## src/rtl/serial_adder_8bit_pkg.sv

```systemverilog
// Shared definitions for the bit-serial adder: FSM encoding and default width.
package serial_adder_8bit_pkg;

  localparam int WIDTH_DEFAULT = 8;

  typedef enum logic [1:0] {
    IDLE  = 2'd0,
    SHIFT = 2'd1,
    DONE  = 2'd2
  } state_t;

endpackage

```

## src/rtl/serial_adder_8bit_fa.sv

```systemverilog
// One-bit full adder used as the single arithmetic cell of the serial adder.
module full_adder_1bit (
  output logic S,
  output logic Cout,
  input  logic A,
  input  logic B,
  input  logic Cin
);

  assign S    = A ^ B ^ Cin;
  assign Cout = (A & B) | (Cin & (A ^ B));

endmodule

```

## src/rtl/serial_adder_8bit.sv

```systemverilog
// Bit-serial adder: one full adder, LSB first, WIDTH shift cycles per operation.
// Status outputs busy/done are registered copies of the FSM state.
module serial_adder_8bit
  import serial_adder_8bit_pkg::*;
#(
  parameter int WIDTH = WIDTH_DEFAULT
) (
  input  logic             clk,
  input  logic             rst,
  input  logic             start,
  input  logic [WIDTH-1:0] A,
  input  logic [WIDTH-1:0] B,
  input  logic             Cin,
  output logic [WIDTH-1:0] S,
  output logic             Cout,
  output logic             C7,
  output logic             V,
  output logic             busy,
  output logic             done
);

  localparam int CNT_W = $clog2(WIDTH + 1);

  state_t             state, state_nxt;
  logic [WIDTH-1:0]   a_sh, b_sh, sum_sh;
  logic               carry;
  logic               c_msb_in;
  logic [CNT_W-1:0]   cnt;
  logic               fa_s, fa_c;
  logic               last_bit;
  logic [WIDTH-1:0]   sum_final;

  full_adder_1bit u_fa (
    .S    (fa_s),
    .Cout (fa_c),
    .A    (a_sh[0]),
    .B    (b_sh[0]),
    .Cin  (carry)
  );

  assign last_bit  = (cnt == CNT_W'(WIDTH - 1));
  assign sum_final = {fa_s, sum_sh[WIDTH-1:1]};

  always_comb begin
    state_nxt = state;
    case (state)
      IDLE:    if (start) state_nxt = SHIFT;
      SHIFT:   if (last_bit) state_nxt = DONE;
      DONE:    state_nxt = IDLE;
      default: state_nxt = IDLE;
    endcase
  end

  always_ff @(posedge clk) begin
    if (rst) begin
      state    <= IDLE;
      a_sh     <= '0;
      b_sh     <= '0;
      sum_sh   <= '0;
      carry    <= 1'b0;
      c_msb_in <= 1'b0;
      cnt      <= '0;
      S        <= '0;
      Cout     <= 1'b0;
      C7       <= 1'b0;
      V        <= 1'b0;
      busy     <= 1'b0;
      done     <= 1'b0;
    end else begin
      state <= state_nxt;
      busy  <= (state != IDLE);
      done  <= (state == DONE);
      case (state)
        IDLE: begin
          if (start) begin
            a_sh   <= A;
            b_sh   <= B;
            carry  <= Cin;
            sum_sh <= '0;
            cnt    <= '0;
          end
        end
        SHIFT: begin
          a_sh   <= a_sh >> 1;
          b_sh   <= b_sh >> 1;
          sum_sh <= sum_final;
          carry  <= fa_c;
          cnt    <= cnt + CNT_W'(1);
          // Carry out of the second-to-last bit is the carry into the MSB.
          if (cnt == CNT_W'(WIDTH - 2)) c_msb_in <= fa_c;
          if (last_bit) begin
            S    <= sum_final;
            Cout <= fa_c;
            C7   <= c_msb_in;
            V    <= fa_c ^ c_msb_in;
          end
        end
        default: ;
      endcase
    end
  end

endmodule

```

## config.mk

```make
export PLATFORM = sky130hd
export DESIGN_NAME = serial_adder_8bit
export DESIGN_NICKNAME = d
export VERILOG_FILES = /design/src/rtl/serial_adder_8bit_pkg.sv /design/src/rtl/serial_adder_8bit_fa.sv /design/src/rtl/serial_adder_8bit.sv
export SDC_FILE = /design/constraint.sdc
export NUM_CORES = 1
export LEC_CHECK = 0
export ABC_AREA = 1
export BUFFER_PORTS_ARGS = -buffer_cell sky130_fd_sc_hd__buf_2
export CAP_MARGIN = 10
export CELL_PAD_IN_SITES_DETAIL_PLACEMENT = 0
export CELL_PAD_IN_SITES_GLOBAL_PLACEMENT = 2
export CORE_AREA = 5 5 69 102
export CTS_CLUSTER_SIZE = 20
export DETAILED_ROUTE_END_ITERATION = 6
export DIE_AREA = 0 0 74 107
export PLACE_DENSITY_LB_ADDON = 0.1
export SYNTH_ARGS = -nofsm -noshare
export SYNTH_HDL_FRONTEND = slang
export SYNTH_SLANG_ARGS = --single-unit
```

## constraint.sdc

```tcl
create_clock -name clk -period 3 [get_ports clk]
set_input_delay 0.6 -clock clk [delete_from_list [all_inputs] [get_ports clk]]
set_output_delay 0.6 -clock clk [all_outputs]
set_load 0.005 [all_outputs]
```

==> metrics <==
GPL Wtd Cong a little over 0.7; pre-CTS setup slack approximately 1200 ps; Worst Tran Pin Value roughly 650 ps; Iter 0 DRT Violations 88; min Tclk post-route roughly 1600 ps; FMAX about 0.63 GHz; HP Class reg2reg; IO Pins 33; post-route insts no fill between 300 and 400; total grt overflow 0; TritonRoute pass-1 iters 4; CTS tree yes; HPWL after DPL between 3 and 4 mm; syn_nets 295; Setup CP Type reg2reg; CTS buffer count 5; Setup crit start cnt[1]; critical path endpoint S[0]; critical path arrival around 1800 ps; fin crit share between 50% and 60%; post-synthesis sequential area ratio 47.0%; critical path startpoint category flip-flop; Setup Fix Bufs, Post-CTS 0; Net Switching a little under 0.3 mW; Mapped Cells between 200 and 300; worst hold margin 463 ps; Req. time, crit path 3190 ps; ratio of cells with drive above 1 in the final layout 16.2%; largest net degree at the start of global routing 28; Die H between 100 and 150 um; RSZ-0062 raised after global routing false; vias in the first global route ~1.5k; residual DRC count 0; first-pass GRT wire length 7.34 mm; final net count 325; Mapped Area 0.00188 mm2; total die area 0.00792 mm2; Rows 35; ANT nets after route 0; Worst VDD drop 0.000194 V; Max-slew headroom 56.6%; post-route design area between 0.002 and 0.0025 mm2; leakage ~1.1 nW; CTS Buffer Depth 2; Ant. Diodes 0; r2r endpoint S[0]; vias per std cell 4.45; clock insertion delay at the later pin of the skew report 290 ps; input/output buffers 32; Worst Skew 5.75 ps; status completed; Clk pwr share 35.6%; Comb pwr share 9.8%; H-tree levels 2; Syn Area/Cell 6.90 um2; Core ar. 0.00609 mm2; vias post-DR 1677; WL final 4.45 mm; Slew Viols, Final 0; Post-DP Area 0.00209 mm2; Root Driver clkbuf_8; Cell variety after synth 19; hold_buf cts 0; flop-to-flop setup slack 1420 ps; placed cells 369; worst setup margin 1420 ps; Die W 74 um; Yosys reg bits 44; FF-to-FF Start cnt[1]; Routed WL per cell 11.8 um; Setup violations, final 0; Power Internal 0.829 mW; Sw Ratio 26.3%; CTS resizes 0; TNS Setup 0 ps; worst-path maximum fanout 11; crit end category flip-flop; clock sink count 44; Synth-to-Final Area Change 16.5%; Tot GR Track Use 12.0%; pwr dens 515 mW/mm2; Worst-path clk slew 90 ps; Ys Warns 0; Max-Cap Viols 0; Hold Vio Cnt, Final 0; initial antenna violation count 0; worst-case reg-to-reg path depth 6; Initial Utilization 30.8%; Reg power frac a little over half
layout by cell type, fill, tap and decap left out, drive strengths merged:
master | netlist | final
a21oi | 22 | 22
buf | 9 | 35
clkbuf | 3 | 6
clkinvlp | 0 | 2
dfxtp | 44 | 44
fa | 1 | 1
ha | 2 | 2
inv | 24 | 24
nand2 | 94 | 94
nand3 | 21 | 21
nor2 | 44 | 44
nor3 | 1 | 1
o21ai | 4 | 4
or2 | 2 | 2
xor2 | 1 | 1
per-stage QoR:
| stage | power (mW) | util [%] |
|---|---|---|
| 2_1_floorplan | 0.706 | - |
| 3_3_place_gp | 0.743 | 34.3 |
| 3_5_place_dp | 0.743 | 34.3 |
| 4_1_cts | 1.15 | 35.9 |
| 5_1_grt | 1.19 | 35.9 |
| 6_report | 1.13 | 35.9 |
synth_stat cells:
master	number	area, um2
dfxtp_1	44	881
nand3_1	21	105
fa_1	1	20.0
o21ai_2	1	8.76
buf_2	3	15.0
nor2_2	2	12.5
a21oi_1	22	110
o21ai_0	3	15.0
buf_4	4	30.0
buf_1	2	7.51
ha_1	2	25.0
xor2_1	1	8.76
clkbuf_1	3	11.3
nor2_1	41	154
or2_2	2	12.5
nor2_4	1	11.3
nand2_1	94	353
inv_1	24	90.1
nor3_1	1	5.00
logic make-up after synthesis:
family,after synthesis,share of synthesized area [%]
AO/OA/AOI/OAI,26,7.14
XOR/XNOR,1,0.467
adder cells (fa/ha/maj),3,2.40
buffers and inverters,36,8.21
flip-flops,44,47.0
AND/OR/NAND/NOR,162,34.8
worst max-delay path: stages, from the launching register on:
cell and delay [ps]:
dfxtp_1 390, ha_1 200, nand2_1 70, nor2_1 210, nand2_1 280, o21ai_0 270
nor2_1 60
per-layer routing:
layer | track usage (%) | share of wire (%) | up-vias
met5 | 0 | 0 | -
met4 | 4.27 | 1.1 | 0
met3 | 2.72 | 4.0 | 4
met2 | 20.7 | 50 | 27
met1 | 14.1 | 45 | 749
li1 | - | - | 897
sequential cells by signal, indices dropped and copies added (netlist names), 2 cells and up:
register / cells
S: 8
cnt: 4
sum_sh: 7
state: 2
a_sh: 8
b_sh: 8
power by group through the flow:
stage	combinational [mW]	clock (mW)	sequential (mW)
detailed placement	0.115	0	0.628
global route	0.130	0.446	0.617
floorplan	0.0803	0	0.626
CTS	0.115	0.422	0.615
finish	0.111	0.400	0.615
global placement	0.114	0	0.629
area by class of cell:
cell class	instances	area [um2]
Clock buffer	6	82.6
Clock inverter	2	15.0
Fill cell	703	3900
Inverter	24	90.1
Multi-Input combinational cell	192	841
Sequential cell	44	881
Tap cell	74	92.6
Timing Repair Buffer	35	183
worst min-delay path by stage:
| stage | start | end | slack, ps | cells after the start |
|---|---|---|---|---|
| floorplan | sum_sh[1] | sum_sh[1] | 440 | 2 |
| detailed placement | Cout | Cout | 450 | 2 |
| global placement | Cout | Cout | 450 | 2 |
| CTS | Cout | Cout | 460 | 2 |
| global route | S[3] | S[3] | 480 | 2 |
| finish | Cout | Cout | 460 | 2 |
Note: power is estimated with default switching activity, not from simulation.
